$ cat config.mk
export PLATFORM = sky130hd
export DESIGN_NAME = alu_issue_ctrl
export DESIGN_NICKNAME = d
export VERILOG_FILES = /design/src/rtl/alu_issue_pkg.sv /design/src/rtl/alu_opcode_decode.sv /design/src/rtl/alu_issue_ctrl.sv
export SDC_FILE = /design/constraint.sdc
export NUM_CORES = 1
export LEC_CHECK = 0
export ABC_AREA = 1
export CORE_MARGIN = 1
export CORE_UTILIZATION = 36
export DETAILED_ROUTE_END_ITERATION = 16
export HOLD_SLACK_MARGIN = 0.08
export PLACE_DENSITY = 0.82
export SLEW_MARGIN = 20
export SYNTH_ARGS = -nofsm -noshare
export SYNTH_HDL_FRONTEND = slang
export SYNTH_SLANG_ARGS = --single-unit
$ cat constraint.sdc
create_clock -name clk -period 1.3 [get_ports clk]
set_clock_uncertainty 0.1 [all_clocks]
set_input_delay 0.13 -clock clk [delete_from_list [all_inputs] [get_ports clk]]
set_output_delay 0.13 -clock clk [all_outputs]
set_load 0.02 [all_outputs]
$ cat src/rtl/alu_issue_pkg.sv
// Shared constants and types for the ALU issue controller: control codes,
// opcode match patterns and the decoded-instruction record.
package alu_issue_pkg;

  localparam int unsigned OPC_BITS = 11;
  localparam int unsigned CTRL_W   = 4;

  localparam logic [CTRL_W-1:0] ALU_ADD  = 4'b0010;
  localparam logic [CTRL_W-1:0] ALU_SUB  = 4'b1010;
  localparam logic [CTRL_W-1:0] ALU_AND  = 4'b0110;
  localparam logic [CTRL_W-1:0] ALU_ORR  = 4'b0100;
  localparam logic [CTRL_W-1:0] ALU_EOR  = 4'b1001;
  localparam logic [CTRL_W-1:0] ALU_CBZ  = 4'b0111;
  localparam logic [CTRL_W-1:0] ALU_CBNZ = 4'b1111;
  localparam logic [CTRL_W-1:0] ALU_MOV  = 4'b1101;
  localparam logic [CTRL_W-1:0] ALU_NOP  = 4'b0000;

  // Patterns carry zeros in every don't-care bit of their mask.
  localparam logic [OPC_BITS-1:0] OPC_ADD  = 11'b10001011000;
  localparam logic [OPC_BITS-1:0] OPC_SUB  = 11'b11001011000;
  localparam logic [OPC_BITS-1:0] OPC_AND  = 11'b10001010000;
  localparam logic [OPC_BITS-1:0] OPC_ORR  = 11'b10101010000;
  localparam logic [OPC_BITS-1:0] OPC_EOR  = 11'b11001010000;
  localparam logic [OPC_BITS-1:0] OPC_ADDI = 11'b10010001000;
  localparam logic [OPC_BITS-1:0] OPC_SUBI = 11'b11010001000;
  localparam logic [OPC_BITS-1:0] OPC_LDUR = 11'b11111000010;
  localparam logic [OPC_BITS-1:0] OPC_STUR = 11'b11111000000;
  localparam logic [OPC_BITS-1:0] OPC_CBZ  = 11'b10110100000;
  localparam logic [OPC_BITS-1:0] OPC_CBNZ = 11'b10110101000;
  localparam logic [OPC_BITS-1:0] OPC_MOVZ = 11'b11010010100;

  localparam logic [OPC_BITS-1:0] MSK_ALL  = 11'b11111111111;
  localparam logic [OPC_BITS-1:0] MSK_IMM  = 11'b11111111110;
  localparam logic [OPC_BITS-1:0] MSK_CB   = 11'b11111111000;
  localparam logic [OPC_BITS-1:0] MSK_MOVZ = 11'b11111111100;

  typedef enum logic [1:0] {
    SRC_RM   = 2'd0,
    SRC_IMM  = 2'd1,
    SRC_ZERO = 2'd2
  } src2_e;

  typedef struct packed {
    logic [CTRL_W-1:0] ctrl;
    src2_e             src2;
    logic              is_add_sub;
    logic              is_branch;
    logic              illegal;
  } dec_t;

  function automatic logic opc_match(input logic [OPC_BITS-1:0] opc,
                                     input logic [OPC_BITS-1:0] pat,
                                     input logic [OPC_BITS-1:0] msk);
    return (opc & msk) == pat;
  endfunction

endpackage

$ cat src/rtl/alu_opcode_decode.sv
// Combinational LEGv8 opcode decoder: control code, operand-2 source and
// class flags for the issue stage.
module alu_opcode_decode
  import alu_issue_pkg::*;
(
  input  logic [OPC_BITS-1:0] i_opcode,
  output dec_t                o_dec_c
);

  // Unmatched opcodes fall through to the illegal default.
  always_comb begin
    o_dec_c = '{ctrl: ALU_NOP, src2: SRC_ZERO, is_add_sub: 1'b0,
                is_branch: 1'b0, illegal: 1'b1};
    if (opc_match(i_opcode, OPC_ADD, MSK_ALL))
      o_dec_c = '{ALU_ADD, SRC_RM, 1'b1, 1'b0, 1'b0};
    else if (opc_match(i_opcode, OPC_SUB, MSK_ALL))
      o_dec_c = '{ALU_SUB, SRC_RM, 1'b1, 1'b0, 1'b0};
    else if (opc_match(i_opcode, OPC_AND, MSK_ALL))
      o_dec_c = '{ALU_AND, SRC_RM, 1'b0, 1'b0, 1'b0};
    else if (opc_match(i_opcode, OPC_ORR, MSK_ALL))
      o_dec_c = '{ALU_ORR, SRC_RM, 1'b0, 1'b0, 1'b0};
    else if (opc_match(i_opcode, OPC_EOR, MSK_ALL))
      o_dec_c = '{ALU_EOR, SRC_RM, 1'b0, 1'b0, 1'b0};
    else if (opc_match(i_opcode, OPC_ADDI, MSK_IMM))
      o_dec_c = '{ALU_ADD, SRC_IMM, 1'b1, 1'b0, 1'b0};
    else if (opc_match(i_opcode, OPC_SUBI, MSK_IMM))
      o_dec_c = '{ALU_SUB, SRC_IMM, 1'b1, 1'b0, 1'b0};
    else if (opc_match(i_opcode, OPC_LDUR, MSK_ALL) ||
             opc_match(i_opcode, OPC_STUR, MSK_ALL))
      o_dec_c = '{ALU_ADD, SRC_IMM, 1'b0, 1'b0, 1'b0};
    else if (opc_match(i_opcode, OPC_CBZ, MSK_CB))
      o_dec_c = '{ALU_CBZ, SRC_RM, 1'b0, 1'b1, 1'b0};
    else if (opc_match(i_opcode, OPC_CBNZ, MSK_CB))
      o_dec_c = '{ALU_CBNZ, SRC_RM, 1'b0, 1'b1, 1'b0};
    else if (opc_match(i_opcode, OPC_MOVZ, MSK_MOVZ))
      o_dec_c = '{ALU_MOV, SRC_IMM, 1'b0, 1'b0, 1'b0};
  end

endmodule

$ cat src/rtl/alu_issue_ctrl.sv
// Two-stage ALU issue controller: S1 registers decoded operands that drive
// the ALU, S2 captures the ALU result and flags behind a valid/ready port.
module alu_issue_ctrl
  import alu_issue_pkg::*;
#(
  parameter int unsigned DATA_W = 32,
  parameter int unsigned OPC_W  = 11
)(
  input  logic              clk,
  input  logic              reset_n,
  input  logic              inValid,
  output logic              inReady,
  input  logic [OPC_W-1:0]  opcode,
  input  logic [DATA_W-1:0] rnData,
  input  logic [DATA_W-1:0] rmData,
  input  logic [DATA_W-1:0] immExt,
  output logic [3:0]        aluControl,
  output logic [DATA_W-1:0] aluData1,
  output logic [DATA_W-1:0] aluData2,
  input  logic [DATA_W-1:0] aluResult,
  input  logic              aluOverflow,
  input  logic              aluZero,
  output logic              wbValid,
  input  logic              wbReady,
  output logic [DATA_W-1:0] wbResult,
  output logic              wbOverflow,
  output logic              wbBranch,
  output logic              wbTaken,
  output logic              wbIllegal
);

  dec_t              w_dec;
  logic [DATA_W-1:0] w_op1;
  logic [DATA_W-1:0] w_op2;
  logic              w_s2Adv;
  logic              w_accept;

  logic              r_s1Valid;
  logic [3:0]        r_aluControl;
  logic [DATA_W-1:0] r_aluData1;
  logic [DATA_W-1:0] r_aluData2;
  logic              r_s1AddSub;
  logic              r_s1Branch;
  logic              r_s1Illegal;

  logic              r_wbValid;
  logic [DATA_W-1:0] r_wbResult;
  logic              r_wbOverflow;
  logic              r_wbBranch;
  logic              r_wbTaken;
  logic              r_wbIllegal;

  alu_opcode_decode u_decode (
    .i_opcode (opcode),
    .o_dec_c  (w_dec)
  );

  assign w_s2Adv  = r_s1Valid && (!r_wbValid || wbReady);
  assign inReady  = !r_s1Valid || w_s2Adv;
  assign w_accept = inValid && inReady;

  // Illegal opcodes present all-zero operands to the ALU.
  always_comb begin
    w_op1 = w_dec.illegal ? '0 : rnData;
    case (w_dec.src2)
      SRC_RM:  w_op2 = rmData;
      SRC_IMM: w_op2 = immExt;
      default: w_op2 = '0;
    endcase
  end

  // S1: operands change only on accept so the ALU output is stable while stalled.
  always_ff @(posedge clk or negedge reset_n) begin
    if (!reset_n) begin
      r_s1Valid    <= 1'b0;
      r_aluControl <= ALU_NOP;
      r_aluData1   <= '0;
      r_aluData2   <= '0;
      r_s1AddSub   <= 1'b0;
      r_s1Branch   <= 1'b0;
      r_s1Illegal  <= 1'b0;
    end else if (w_accept) begin
      r_s1Valid    <= 1'b1;
      r_aluControl <= w_dec.ctrl;
      r_aluData1   <= w_op1;
      r_aluData2   <= w_op2;
      r_s1AddSub   <= w_dec.is_add_sub;
      r_s1Branch   <= w_dec.is_branch;
      r_s1Illegal  <= w_dec.illegal;
    end else if (w_s2Adv) begin
      r_s1Valid    <= 1'b0;
    end
  end

  // S2: capture with class-dependent masking of result and flags.
  always_ff @(posedge clk or negedge reset_n) begin
    if (!reset_n) begin
      r_wbValid    <= 1'b0;
      r_wbResult   <= '0;
      r_wbOverflow <= 1'b0;
      r_wbBranch   <= 1'b0;
      r_wbTaken    <= 1'b0;
      r_wbIllegal  <= 1'b0;
    end else if (w_s2Adv) begin
      r_wbValid    <= 1'b1;
      r_wbResult   <= (r_s1Branch || r_s1Illegal) ? '0 : aluResult;
      r_wbOverflow <= r_s1AddSub && aluOverflow;
      r_wbBranch   <= r_s1Branch;
      r_wbTaken    <= r_s1Branch && aluZero;
      r_wbIllegal  <= r_s1Illegal;
    end else if (wbReady) begin
      r_wbValid    <= 1'b0;
    end
  end

  assign aluControl = r_aluControl;
  assign aluData1   = r_aluData1;
  assign aluData2   = r_aluData2;
  assign wbValid    = r_wbValid;
  assign wbResult   = r_wbResult;
  assign wbOverflow = r_wbOverflow;
  assign wbBranch   = r_wbBranch;
  assign wbTaken    = r_wbTaken;
  assign wbIllegal  = r_wbIllegal;

endmodule

==> impl_metrics.env <==
export IMPL_hold_path_depth=5
export IMPL_fin_nets=1004
export IMPL_drtAntennaViolNets=0
export IMPL_htree_levels=3
export IMPL_path_clk_slew_ns=0.07
export IMPL_reg2reg_to="aluData2[0]"
export IMPL_rows=42
export IMPL_clock_sinks=109
export IMPL_yosysSeqAreaShare_pct=55.2
export IMPL_numCtsBuffers=9
export IMPL_cts_buffer_depth=2
export IMPL_reg2reg_depth=7
export IMPL_drt_iter0_markers=303
export IMPL_stdcell_area_um2=8810
export IMPL_max_slew_margin_pct=83.0
export IMPL_holdWs_ns=0.154
export IMPL_ys_seq_elements=109
export IMPL_cts_root_buf="clkbuf_16"
export IMPL_finalSetupTns_ns=-0.0513
export IMPL_path_class="register to register"
export IMPL_multi_input_area_um2=2260
export IMPL_outcome="finished with violations"
export IMPL_hp_start="opcode[10]"
export IMPL_dp_hpwl_um=10900
export IMPL_die_w_um=119
export IMPL_cap_violations=0
export IMPL_hold_path_end="aluControl[2]"
export IMPL_final_layout_size_suffix_gt1_share_pct=26.7
export IMPL_syn_avg_cell_area_um2=8.57
export IMPL_cp_end_kind="register"
export IMPL_rsz0062_at_grt="true"
export IMPL_grtUsageTotal_pct=24.1
export IMPL_hold_path_class="primary input to register"
export IMPL_synth_cell_types=22
export IMPL_via_count=5198
export IMPL_seq_area_um2=2730
export IMPL_pre_cts_ws_ns=-0.679
export IMPL_finalHoldViolations=0
export IMPL_gr_total_overflow=0
export IMPL_arrival_ns=1.50
export IMPL_post_drt_via_cell_ratio=5.00
export IMPL_yosys_warnings=0
export IMPL_synth_cell_area_um2=4940
export IMPL_reg2reg_slack_ns=-0.02
export IMPL_grt_first_pass_wirelength_um=26300
export IMPL_p_per_area_nw_per_um2=1120
export IMPL_diodes=0
export IMPL_wl_per_cell_um=16.8
export IMPL_cp_max_fo=5
export IMPL_start_util_pct=37.2
export IMPL_place_area_um2=7890
export IMPL_n_fill_cell=1046
export IMPL_finalMaxSlewViolations=0
export IMPL_drt_total_wl_um=17500
export IMPL_violations="negative setup slack"
export IMPL_portBuffers=250
export IMPL_clock_latency_ns=0.35
export IMPL_worstPathRequired_ns=1.48
export IMPL_dieArea_um2=14200
export IMPL_cp_startpoint="wbValid"
export IMPL_tritoncts="done"
export IMPL_routabilityCongestion=0.869
export IMPL_grt_pass1_vias=5144
export IMPL_startpoint_type="register"
export IMPL_min_period_ns=1.32
export IMPL_dieHeight_um=119
export IMPL_area_delta_synth_final_pct=78.1
export IMPL_fin_crit_sh_pct=102
export IMPL_max_freq_mhz=758
export IMPL_core_um2=13300
export IMPL_syn_inst=577
export IMPL_synthesis_nets=722
export IMPL_ir_drop_mv=0.614
export IMPL_r2r_start="wbValid"
export IMPL_first_pass_iters=4
export IMPL_worst_slack_ns=-0.0200
export IMPL_grt_max_degree=43
export IMPL_io_pins=251
export IMPL_grt_antenna_before_repair=0
export IMPL_finalSetupViolations=4
export IMPL_tightestPinTransition_ns=0.255
export IMPL_p_leak_nw=4.02
export IMPL_drc=0
[state kept, by name (all words and copies together), names as in the netlist, 4 cells and up]
signal,count
aluData2,32
wbResult,32
aluData1,32
aluControl,4
[worst max-delay path by stage]
| stage | end | slack [ns] | depth (start not counted) |
|---|---|---|---|
| CTS | aluData2[6] | -0.007 | 7 |
| global placement | aluData1[6] | -0.62 | 11 |
| floorplan | r_s1AddSub | -0.009 | 6 |
| finish | aluData2[0] | -0.02 | 7 |
| detailed placement | aluData2[6] | -0.68 | 10 |
| global route | aluData2[25] | -0.1 | 10 |
[metrics by stage]
step | std cells | power, W | utilization (%)
floorplan | 577 | 0.00523 | -
global placement | 999 | 0.00680 | 59.3
detailed placement | 999 | 0.00685 | 59.3
CTS | 1037 | 0.00973 | 65.0
global route | 1040 | 0.0102 | 66.2
finish | 1040 | 0.00984 | 66.2
[final cells by class]
cell class / count / area share, %
clock buffer: 10 / 2.60
tap: 176 / 2.50
sequential: 109 / 31.0
multi-input combinational: 411 / 25.7
timing repair buffer: 308 / 36.1
inverter: 20 / 1.05
clock inverter: 6 / 1.07
[layer usage]
metal  part of all wire (%)  up-vias  track usage, %
met3                    7.2       39            5.22
met1                     40     2480            28.9
met5                      0        -               0
met2                     50      225            40.9
li1                       -     2454               -
met4                    3.1        0            11.3
[worst max-delay path, stage by stage, from the launching register on]
cell       delay (ns)
dfrtp_2          0.44
nand3_4          0.10
nand2_8          0.09
inv_12           0.10
buf_12           0.12
clkbuf_16        0.15
nor2_4           0.03
a21oi_1          0.11
[layout by cell type (no fill, tap or decap), types with 8 or more instances in the layout]
master           instances
buf_4                   32
o21ai_0                 31
buf_12                  16
nand3_1                 46
clkdlybuf4s50_1        132
nand3_2                 23
clkbuf_2                26
clkbuf_16               11
a21oi_1                 27
buf_2                    9
a21oi_2                 39
dfrtp_1                107
nor2_1                  30
clkdlybuf4s15_1         69
nor2_4                  13
nand2_1                163
inv_1                   11
nor2_2                  12
nand2_2                  8
[synthesized netlist by cell type, drive strengths merged]
master | number | share of area [%]
nand2 | 174 | 13
dfrtp | 109 | 55
buf | 17 | 2.4
inv | 20 | 1.5
nor2 | 55 | 4.4
o21ai | 39 | 3.9
clkbuf | 20 | 1.5
a21oi | 66 | 8.0
nand4 | 3 | 0.38
nand3 | 72 | 9.2
nor3 | 2 | 0.20
[cell families after synthesis]
kind of cell | after synthesis | synth area share, %
and+or+nand+nor | 306 | 27.5
DFF | 109 | 55.2
AOI/OAI and AO/OA | 105 | 11.9
buffers and inverters | 57 | 5.42
[report_power, final]
| part | total [W] | switching [W] | leakage (nW) | internal, W |
|---|---|---|---|---|
| Sequential | 0.00402 | 0.000243 | 1.43 | 0.00378 |
| Combinational | 0.00281 | 0.00152 | 2.43 | 0.00129 |
| Clock | 0.00301 | 0.00130 | 0.154 | 0.00171 |
| Total | 0.00984 | 0.00306 | 4.02 | 0.00678 |
[repair_timing]
action                                  CTS  global route
endpoints found under the setup margin  176           131
setup buffers                            11             3
gates resized for setup                 267           140
hold endpoints to repair                109             0
hold buffers                              2             0
gates cloned                              9             2
pin swaps                                22            18
Note: power is estimated with default switching activity, not from simulation.
